$ cat src/rtl/z80_mmu.sv
// z80_mmu: relocates 16-bit Z80 addresses through per-window page registers onto a wider bus,
// inserts per-window wait states and hands the bus to a DMA master during bus acknowledge.
module z80_mmu #(
  parameter int WINDOW_BITS = 2,
  parameter int PHYS_WIDTH = 22,
  parameter int WAIT_BITS = 2,
  parameter logic [7:0] IO_BASE = 8'h78
) (
  input  logic                  i_clk,
  input  logic                  i_reset,
  input  logic [15:0]           i_addr,
  input  logic [7:0]            i_data,
  input  logic                  i_mreq_n,
  input  logic                  i_iorq_n,
  input  logic                  i_rd_n,
  input  logic                  i_wr_n,
  input  logic                  i_m1_n,
  input  logic                  i_rfsh_n,
  input  logic                  i_busack_n,
  input  logic [PHYS_WIDTH-1:0] i_dma_addr,
  output logic [PHYS_WIDTH-1:0] o_bus_addr,
  output logic [7:0]            o_data,
  output logic                  o_data_oe,
  output logic                  o_wait_n
);
  localparam int NW = 1 << WINDOW_BITS;
  localparam int OW = 16 - WINDOW_BITS;
  localparam int PW = PHYS_WIDTH - OW;
  localparam logic [7:0] NW8 = 8'(NW);
  localparam logic [7:0] CTRL8 = 8'(2 * NW);
  typedef enum logic {IDLE, WAITING} state_t;
  state_t state, state_n;
  logic [WAIT_BITS-1:0] cnt, cnt_n, wait_w;
  logic [PW-1:0] page [NW];
  logic [WAIT_BITS-1:0] wt [NW];
  logic en, prev_io_wr, prev_mreq_n;
  logic [8:0] diff;
  logic [7:0] idx, rd_val;
  logic [WINDOW_BITS-1:0] w, sel;
  logic in_range, io_wr, commit, mem_start, wait_req;
  // NW is a power of two, so the low index bits select the entry in both the PAGE and WAIT banks
  assign diff = {1'b0, i_addr[7:0]} - {1'b0, IO_BASE};
  assign idx = diff[7:0];
  assign sel = idx[WINDOW_BITS-1:0];
  assign in_range = !diff[8] && idx <= CTRL8;
  assign io_wr = !i_iorq_n & !i_wr_n & i_m1_n;
  assign commit = io_wr & !prev_io_wr & in_range;
  assign o_data_oe = !i_iorq_n & !i_rd_n & i_m1_n & in_range;
  assign rd_val = idx < NW8 ? 8'(page[sel]) : idx < CTRL8 ? 8'(wt[sel]) : {7'b0, en};
  assign o_data = o_data_oe ? rd_val : '0;
  assign w = i_addr[15:OW];
  assign wait_w = wt[w];
  assign o_bus_addr = !i_busack_n ? i_dma_addr : en ? {page[w], i_addr[OW-1:0]} : PHYS_WIDTH'(i_addr);
  assign mem_start = !i_mreq_n & i_rfsh_n & prev_mreq_n & i_busack_n;
  assign wait_req = mem_start & (wait_w != '0);
  assign o_wait_n = i_reset | !i_busack_n | (!wait_req & state == IDLE);
  always_ff @(posedge i_clk) begin
    if (i_reset) begin
      for (int i = 0; i < NW; i++) begin
        page[i] <= PW'(i);
        wt[i] <= '0;
      end
      en <= 1'b0;
      prev_io_wr <= 1'b0;
      prev_mreq_n <= 1'b1;
    end else begin
      prev_io_wr <= io_wr;
      prev_mreq_n <= i_mreq_n;
      if (commit) begin
        if (idx < NW8) page[sel] <= i_data[PW-1:0];
        else if (idx < CTRL8) wt[sel] <= i_data[WAIT_BITS-1:0];
        else en <= i_data[0];
      end
    end
  end
  always_comb begin
    state_n = state;
    cnt_n = cnt;
    if (!i_busack_n) begin
      state_n = IDLE;
      cnt_n = '0;
    end else if (state == IDLE) begin
      if (wait_req) begin
        cnt_n = wait_w - WAIT_BITS'(1);
        state_n = cnt_n != '0 ? WAITING : IDLE;
      end
    end else begin
      cnt_n = cnt - WAIT_BITS'(1);
      state_n = cnt_n == '0 ? IDLE : WAITING;
    end
  end
  always_ff @(posedge i_clk) begin
    if (i_reset) begin
      state <= IDLE;
      cnt <= '0;
    end else begin
      state <= state_n;
      cnt <= cnt_n;
    end
  end
endmodule

$ cat config.mk
export PLATFORM = sky130hd
export DESIGN_NAME = z80_mmu
export DESIGN_NICKNAME = d
export VERILOG_FILES = /design/src/rtl/z80_mmu.sv
export SDC_FILE = /design/constraint.sdc
export NUM_CORES = 1
export LEC_CHECK = 0
export CORE_MARGIN = 5
export CORE_UTILIZATION = 30
export DETAILED_ROUTE_END_ITERATION = 12
export PLACE_DENSITY = 0.65
export SYNTH_ARGS = -nofsm -noshare
export SYNTH_HDL_FRONTEND = slang
export SYNTH_SLANG_ARGS = --single-unit
export TNS_END_PERCENT = 10
$ cat constraint.sdc
create_clock -name i_clk -period 7.3 [get_ports i_clk]
set_input_delay 1.46 -clock i_clk [delete_from_list [all_inputs] [get_ports i_clk]]
set_output_delay 1.46 -clock i_clk [all_outputs]
set_load 0.03 [all_outputs]
### Word level (Yosys, flattened, before mapping)

Memories as Yosys holds them, arrays and structs flattened.
Index checks and enable logic that the tools add are counted.

| operators by class | value |
|---|---|
| bitwise operators | 18 |
| reduce and logical (&&, ||, !) cells | 17 |
| $lt $le $gt $ge | 3 |
| muxes and demuxes | 28 |
| add/sub/neg operators | 3 |

Operators by type and width:

| operator | number |
|---|---|
| $mux W22 | 2 |
| $mux W8 | 3 |
| $mux W1 | 17 |
| $and A1 B1 Y1 | 12 |
| $mux W2 | 6 |
| $sub A8 B7 Y9 const B | 1 |
| $le A8 B4 Y1 const B | 1 |
| $logic_not A1 Y1 | 8 |
| $lt A8 B3 Y1 const B | 1 |
| $lt A8 B4 Y1 const B | 1 |
| $reduce_or A8 Y1 | 1 |
| $reduce_bool A2 Y1 | 3 |
| $not A1 Y1 | 4 |
| $reduce_or A2 Y1 | 2 |
| $sub A2 B1 Y2 const B | 2 |
| $reduce_and A3 Y1 | 1 |
| $logic_not A2 Y1 | 1 |
| $or A1 B1 Y1 | 2 |
| $logic_and A1 B1 Y1 | 1 |

| word-level totals | value |
|---|---|
| word-level logic and storage cells | 76 |
| register bits | 6 |
| output and inout port bits | 32 |
| input port bits | 55 |
| memory bits (writable) | 40 |
| memories kept | 2 |

Memory list:

| memory | depth | bits a word | read ports | clocked after Yosys merged registers in | write ports | line | RTL |
|---|---|---|---|---|---|---|---|
| page | 4 | 8 | 2 | 0 | 4 | 34 | `logic [PW-1:0] page [NW];` |
| wt | 4 | 2 | 2 | 0 | 4 | 35 | `logic [WAIT_BITS-1:0] wt [NW];` |

### Depth between registers and ports, before layout

| depth | value |
|---|---|
| word-level depth | 10 |
| depth in mapped cells | 8 |
| mapped depth without buffers | 7 |

### Worst setup path after synthesis

Ideal clock, no wire load.

| timing path | value |
|---|---|
| path kind | input -> output |
| from | in i_addr[0] |
| to | out o_data[2] |
| stages on the path | 5 |
| path slack | 2.461 ns |
| data required time | 5.840 ns |
| path buffers | 1 |
| data arrival time | 3.379 ns |
| cells stage by stage | buf_2 or3_4 a2111oi_4 o2111ai_4 nor3b_1 |

| between the ends | value |
|---|---|
| word-level cells in the longest chain between the ends | 5 |
| elaborated cells between the ends (all ways) | 9 |
| classes of those cells | add/sub (1); order compare (2); mux (2); bitwise (1); reduce/logical (2); memory (1) |

Ends and longest elaborated chain:

| what | line | RTL |
|---|---|---|
| start, declared | 11 | `input logic [15:0] i_addr,` |
| $sub A8 B7 Y9 (*) | 42 | `assign diff = {1'b0, i_addr[7:0]} - {1'b0, IO_BASE};` |
| $le A8 B4 Y1 / $logic_not A1 Y1 (equally long branches) | 45 | `assign in_range = !diff[8] && idx <= CTRL8;` |
| $logic_and A1 B1 Y1 | 45 |  |
| $and A1 B1 Y1 | 48 | `assign o_data_oe = !i_iorq_n & !i_rd_n & i_m1_n & in_range;` |
| $mux W8 (*) | 50 | `assign o_data = o_data_oe ? rd_val : '0;` |
| end, declared | 22 | `output logic [7:0] o_data,` |

Mark *: on every way between the ends. The rest lies on a longest branch, timed or not.

### Worst setup path after layout

| timing path | value |
|---|---|
| from | in i_addr[1] |
| to | out o_data[7] |

The elaborated chain is that of the path after synthesis.

==> results.yml <==
run_status:
  run_status: "finished, final reports clean"
clock_network:
  tritoncts: "done"
  hold_buffers: 0
  htree_levels: 2
  postCtsSetupRepairBufs: 0
  numCtsBuffers: 5
  cts.clk_slew.worst_paths_ns: 0.09
  cts.sinks: 46
  post_cts_resize_count: 0
  clk_path_buf_depth: 2
  clk_latency_ns: 0.30
  clockRootBuffer: "clkbuf_8"
routing:
  num_vias: 2345
  firstDrtPassIters: 4
  ant_nets: 0
  vias_per_cell: 4.989
  drc: 0
  finalWirelength_mm: 8.044
  routedWlPerCell_um: 17.11
  drtIter0Drc: 122
setup_path:
  cp_top_family: "buffers and inverters"
  arrival_ns: 4.51
  cp_common_cell: "clkdlybuf4s50_1"
  critPathRequiredTime_ns: 5.84
  path_max_fanout: 16
  critPathBufInv: 2
  worst_path_largest_cell_delay_ns: 0.77
  crit_path_start_kind: "input pin"
  endpoint_kind: "primary output"
  r2r_cells: 4
  r2r-start: "prev_io_wr$_SDFF_PP0_"
  cpMaxStageDelayCell: "clkdlybuf4s50_1"
  r2r_slack_ns: 4.92
  reg2reg_to: "page[2][5]$_SDFFCE_PN0P_"
  path_cells: "clkdlybuf4s50_1 -> or3_4 -> a2111oi_4 -> o2111ai_4 -> nor3b_1 -> clkdlybuf4s50_1"
  critical_path_class: "input pin to primary output"
final_layout:
  multi_input_area_sq_um: 1479
  final_net_count: 395
  regArea_sq_um: 1321
  drive_gt1_share_pct: 16.91
  area_growth_pct: 36.63
  antenna_cells: 0
  fin_area_sq_um: 4028
  fillerInstances: 902
run:
  cap_viol_max_count: 0
synthesis:
  muxShareOfSynthArea_pct: 22.33
  synth_seq_cells: 46
  synthAdderAreaFrac_pct: 1.698
  synth_nets: 316
  netlist_instances: 257
  synth_seq_area_share_pct: 44.82
  yosys.area_share.simple_pct: 17.66
  avgSynthCellArea_sq_um: 11.47
  synth_compound_area_share_pct: 7.725
  synth_top_family_by_area: "multiplexers"
  yosysWarnings: 0
  yosysUniqueCellTypes: 39
  synthXorXnorAreaFrac_pct: 0.5518
  syn_area_sq_um: 2948
sta:
  finalSetupViolCount: 0
  timing.fmax_mhz: 167.4
  fin_crit_ns: 5.974
  finalHoldViolCount: 0
  fin_worst_skew_ns: 0.007871
  worst_slew_pin_slew_ns: 1.193
  rsz0062_at_grt: "no"
  worst_slew_margin_rel_pct: 19.77
  slew_violations: 0
  layout_worst_path_cycle_share_pct: 81.84
  fin_tns_setup_ns: 0
floorplan:
  initial_utilization_pct: 30.44
  coreArea_sq_um: 9684
  die_w_um: 109.1
  row_count: 36
  dieHeight_um: 109.1
  die_area_sq_um: 11910
  num_io_pins: 87
pwr:
  p_clk_share_pct: 27.7
  p_int_uw: 428.2
  powerDensity_nw_per_um2: 147.3
  peakVddDrop_mv: 0.08220
  p_seq_share_pct: 49.6
  power_leakage_uw: 0.001347
  p_sw_uw: 164.9
  p_comb_share_pct: 22.7
  power.share.switching_pct: 27.81
worst_hold_path:
  min_from: "cnt[1]$_SDFFE_PP0N_"
  hold-path-cell-count: 2
  hp-class: "register to register"
  hold_end: "cnt[1]$_SDFFE_PP0N_"
placed_design:
  dp_hpwl_mm: 6.139
  io_buffers: 86
  postPlaceCellArea_sq_um: 3936
  routabilityCongestion: 0.7815
global_routing:
  track_usage_pct: 13.71
  antenna_found_initial: 0
  grt_pass1_wl_mm: 12.74
  first_global_vias: 2387
  grt_max_degree: 49
  grt-ovfl-total: 0
-- worst reg2reg max path, cell delays in order (launching register included) --
cell and delay (ns):
dfxtp_1 0.32, nor3_1 0.20, o2111ai_2 0.14, buf_4 0.29
o31ai_1 1.05
-- worst max-delay path by stage --
stage	cells after the start	end	slack (ns)	from
final	6	o_data[7]	1.33	i_addr[1]
after CTS	6	o_data[7]	1.31	i_addr[1]
after global placement	6	o_data[1]	1.41	i_addr[1]
after global routing	6	o_data[3]	1.10	i_addr[1]
after floorplan	5	o_data[2]	2.46	i_addr[0]
after detailed placement	6	o_data[7]	1.32	i_addr[1]
-- through the flow --
stage	util, %	hold slack [ns]	instances	power, uW	worst slack (ns)
2_1_floorplan	-	0.4574	257	371.4	2.461
3_3_place_gp	40.65	0.4735	462	433.6	1.412
3_5_place_dp	40.65	0.5132	462	435.3	1.316
4_1_cts	41.59	0.5248	470	595.5	1.308
5_1_grt	41.59	0.5356	470	617.3	1.103
6_report	41.59	0.5256	470	593.2	1.326
-- power groups by stage --
stage	clock network (uW)	registers [uW]	logic, uW
2_1_floorplan	0	299	72.8
3_3_place_gp	0	300	134
3_5_place_dp	0	300	135
4_1_cts	166	294	136
5_1_grt	178	295	144
6_report	164	294	134
-- cells by family after synthesis --
group,after synthesis
multiplexers,41
buffers and inverters,37
flip-flops,46
AND/OR/NAND/NOR,99
adder cells (fa/ha/maj),4
XOR/XNOR,1
AO/OA/AOI/OAI,29
-- synth_stat cells --
library cell | number | share of area, %
edfxtp_1 | 40 | 41
nor3_1 | 31 | 5.3
nand2_1 | 19 | 2.4
mux2_2 | 18 | 6.9
mux4_2 | 18 | 14
inv_1 | 17 | 2.2
nor2_1 | 14 | 1.8
nand3_1 | 9 | 1.5
o21ai_0 | 9 | 1.5
clkbuf_1 | 7 | 0.89
o31ai_1 | 7 | 1.8
buf_1 | 6 | 0.76
buf_2 | 6 | 1.0
dfxtp_1 | 6 | 4.1
nor3b_1 | 6 | 1.5
mux2i_1 | 5 | 1.7
a31oi_1 | 4 | 0.85
ha_1 | 4 | 1.7
a21oi_1 | 3 | 0.51
nand2b_1 | 3 | 0.64
or3_1 | 3 | 0.64
nand4b_1 | 2 | 0.59
or2_2 | 2 | 0.42
or3b_1 | 2 | 0.59
or4_1 | 2 | 0.51
a2111oi_4 | 1 | 0.93
a311oi_1 | 1 | 0.30
and3_1 | 1 | 0.21
and3b_1 | 1 | 0.30
and4_1 | 1 | 0.30
buf_6 | 1 | 0.38
nor4_1 | 1 | 0.21
nor4bb_1 | 1 | 0.34
o2111a_1 | 1 | 0.38
o2111ai_1 | 1 | 0.30
o2111ai_4 | 1 | 0.89
o211ai_1 | 1 | 0.25
or3_4 | 1 | 0.38
xor2_2 | 1 | 0.55
-- final cells by class --
class | count | area share [%]
repair buffers | 92 | 22.49
inverters | 17 | 1.584
clock buffers | 5 | 1.709
clock inverters | 3 | 0.5592
well taps | 133 | 4.132
flip-flops and latches | 46 | 32.81
multi-input cells | 174 | 36.72
-- registers in the layout, summed over array words and instances, names as in the netlist --
signal and count:
page 32, wt 8, cnt 2, en 1, prev_io_wr 1, prev_mreq_n 1, state 1
-- placed cells by master, fill, tap and decap left out, drive strengths merged, types with 7 or more instances in the layout --
master / instances
nand2: 19
o31ai: 7
edfxtp: 40
nand3: 9
o21ai: 9
inv: 19
nor2: 14
mux2: 18
mux4: 18
nor3: 31
clkdlybuf4s50: 86
-- per-layer routing --
layer	part of all wire, %	global-route usage (%)	vias up
met2	50	22.28	72
met5	0	0	-
met3	7.5	3.434	4
met4	0.63	2.795	0
li1	-	-	1147
met1	42	18.58	1122
Note: power is estimated with default switching activity, not from simulation.
==> variant 1: new RTL, config.mk and constraints unchanged <==
`WINDOW_BITS`: 2 -> 1.
--- a/src/rtl/z80_mmu.sv
+++ b/src/rtl/z80_mmu.sv
@@ -3,3 +3,3 @@
 module z80_mmu #(
-  parameter int WINDOW_BITS = 2,
+  parameter int WINDOW_BITS = 1,
   parameter int PHYS_WIDTH = 22,
Formal check against the unedited RTL: not equivalent (Yosys sat finds a counterexample within 4 cycles, from zero or initial values and one cycle with i_reset high).
==> variant 1 against the original RTL <==
Sequential cell count down 22; area after synthesis decreased by 41%; wire length shrank 41%; critical path depth increased by 3; power fell by 43%; setup slack improved by 440 ps; register-to-register slack better by 280 ps; final area down 34%; synthesized cell count fell by 37%; count of clock-buffer cells in the layout decreased by 2; critical path type unchanged; largest cell class unchanged.
==> variant 1: results <==
group,metric,value,unit
yosys,synth_fa_ha_area_share,3.60,%
sta,whs,513,ps
status,outcome,"complete, no violations",
layout,finalNonFillerCells,313,
power,leakage,1.10,nW
drt,vias_per_cell,4.95,
global_route,grt_usage,12.7,%
yosys,synth_nets,222,
sta,slew-limit-headroom,61.1,%
drt,routedWlPerCell,15.3,µm
placement,dp_hpwl,3.86,mm
placement,globalplace.congestion,0.767,
drt,first_iter_violations,71,
clock_network,htreeDepth,1,
clock_network,cts_made_buffers,3,
yosys,muxShareOfSynthArea,22.0,%
global_route,grt_max_degree,22,
global_route,grt_pass1_vias,1524,
global_route,grt_first_pass_wirelength,7.60,mm
setup_path,rrSetupSlack,5200,ps
layout,reg.largest.list,"page (14), wt (4), cnt (2)",
yosys,avgSynthCellArea,10.7,µm²
yosys,synth.area.top_cells,"edfxtp_1, mux2_2, and3_1",
yosys,synth_commonest_cells,"and3_1, mux2_2, edfxtp_1",
yosys,ys_seq_area_share,38.0,%
yosys,synth-compound-area-share,8.63,%
layout,final_nets,302,
setup_path,critical_path.max_fanout,21,
clock_network,clock_latency,260,ps
variant 1: worst max-delay path: stages:
cell and delay, ps:
clkdlybuf4s50_1 490, ha_1 340, nor3b_2 310, nand2b_1 100, a2bb2oi_1 160, nor2_1 110, buf_4 220, and3_1 180
clkdlybuf4s50_1 690
variant 1: final timing paths:
kind / from / cells after the start / to
setup / recovery: i_addr[3] / 9 / o_data[3]
hold / removal: cnt[1] / 2 / cnt[1]
setup reg to reg: prev_io_wr / 3 / page[1][3]
hold reg to reg: cnt[1] / 2 / cnt[1]
variant 1: layout make-up:
cell class	count	area share [%]
Sequential cell	24	24.8
Tap cell	72	3.38
Clock inverter	1	0.141
Timing Repair Buffer	86	32.1
Multi-Input combinational cell	116	36.4
Clock buffer	3	1.55
Inverter	11	1.55
variant 1: cells by family (layout without fill, tap and decap cells):
group	after synthesis	after routing
buf+inv	22	101
other cells	1	1
fa+ha+maj	5	5
compound gates	22	22
flops	24	24
mux	33	33
simple gates	55	55
variant 1: metal layers:
metal,global-route usage [%],part of all wire (%)
met1,15.9,43
met2,22.6,48
met3,2.21,7.5
met4,3.02,0.92
met5,0,0
variant 1: per-stage QoR:
stage               total power, mW  cell area, µm²
floorplan                     0.211            1740
global placement              0.264            2620
detailed placement            0.265            2620
CTS                           0.342            2660
global route                  0.356            2660
finish                        0.339            2660
variant 1: where the power goes:
part | internal [mW] | total (mW) | switching, mW
registers | 0.152 | 0.155 | 0.00290
clock network | 0.0376 | 0.0775 | 0.0399
logic | 0.0589 | 0.106 | 0.0475
==> variant 2: new RTL, same flow settings <==
Without the edit above. Make the reset (`i_reset`) asynchronous in 2 clocked blocks.
--- a/src/rtl/z80_mmu.sv
+++ b/src/rtl/z80_mmu.sv
@@ -56,3 +56,3 @@
   assign o_wait_n = i_reset | !i_busack_n | (!wait_req & state == IDLE);
-  always_ff @(posedge i_clk) begin
+  always_ff @(posedge i_clk or posedge i_reset) begin
     if (i_reset) begin
@@ -91,3 +91,3 @@
   end
-  always_ff @(posedge i_clk) begin
+  always_ff @(posedge i_clk or posedge i_reset) begin
     if (i_reset) begin
Formal check against the unedited RTL: differs if i_reset is asserted again (counterexample within 4 cycles, from zero or initial values and one cycle with i_reset high); with i_reset held inactive, the same outputs for 4 cycles.
==> variant 2 against the original RTL <==
Core utilization grew 0.51 points; wire length grew 1.3%; final area up 1.7%; setup slack better by 180 ps; combinational power is 12% lower; global-route usage fell by 0.080 points; power is 3.5% higher; via count down 4.5%; sequential cell count is the same; area after synthesis rose by 1.5%.
==> variant 2: results <==
group,metric,value,unit
global_route,grt_first_pass_wirelength,12.7,mm
yosys,synth_edf_count,0,
drt,met1_length,3.64,mm
global_route,grt_usage,13.6,%
setup_path,cp-startpoint,"i_addr[3]",
yosys,synthFlopType,"dfrtp_1",
drt,wl,8.15,mm
layout,drive_gt1_share,34.5,%
global_route,grt_max_degree,48,
setup_path,timing.rr.end,"page[25]",
layout,final_nets,371,
yosys,syn_inst,231,
setup_path,worst_ep_arrival_time,4340,ps
power,comb_power_share,19.1,%
yosys,synth_nets,290,
yosys,synth.area.top_cells,"dfrtp_1, mux2_2, mux4_2",
global_route,grt_util_met1,18.4,%
power,seqPwrFrac,42.5,%
drt,route.met3.wl,716,µm
sta,whs,537,ps
power,p_int,0.466,mW
yosys,muxShareOfSynthArea,38.6,%
status,outcome,"complete, no violations",
yosys,async_flop_share,100,%
yosys,synth-compound-area-share,4.10,%
drt,met2_length,3.68,mm
setup_path,critical_path.max_fanout,12,
placement,dp_hpwl,5.99,mm
global_route,grt_use_met3,4.05,%
min_path,hold_depth,1,
min_path,hp-start,"page[24]",
drt,vias_per_cell,5.02,
placement,globalplace.congestion,0.800,
yosys,synth_commonest_cells,"mux2_2, dfrtp_1, mux4_2",
yosys,synth.distinct_cells,41,
global_route,met2_usage,21.6,%
setup_path,rrSetupSlack,5240,ps
layout,fillers,937,
==> variant 2: cell count changes in the layout (fill, tap and decap cells not counted), sizes merged, moves of 7 or more <==
cell	delta
nor2b	+10
nand2	-14
mux2	+42
dfrtp	+41
o31ai	-7
inv	-10
nor2	-8
nand4	+7
nor3	-28
edfxtp	-40
==> variant 2: layout make-up <==
cell class                      count  area (µm²)  share of cell area, %
Tap cell                          133         166                   4.06
Clock inverter                      2        60.1                   1.47
Multi-Input combinational cell    159        1700                   41.5
Sequential cell                    46        1160                   28.3
Inverter                           10        37.5                  0.916
Timing Repair Buffer               90         891                   21.7
Clock buffer                        6        82.6                   2.02
==> variant 2: metrics by stage <==
stage               cell area [µm²]  total power, mW  worst slack [ps]  util [%]
floorplan                      2990            0.326              2870         -
global placement               3950            0.382              1530      40.6
detailed placement             3950            0.385              1490      40.6
CTS                            4100            0.620              1460      42.1
global route                   4100            0.638              1280      42.1
finish                         4100            0.614              1500      42.1
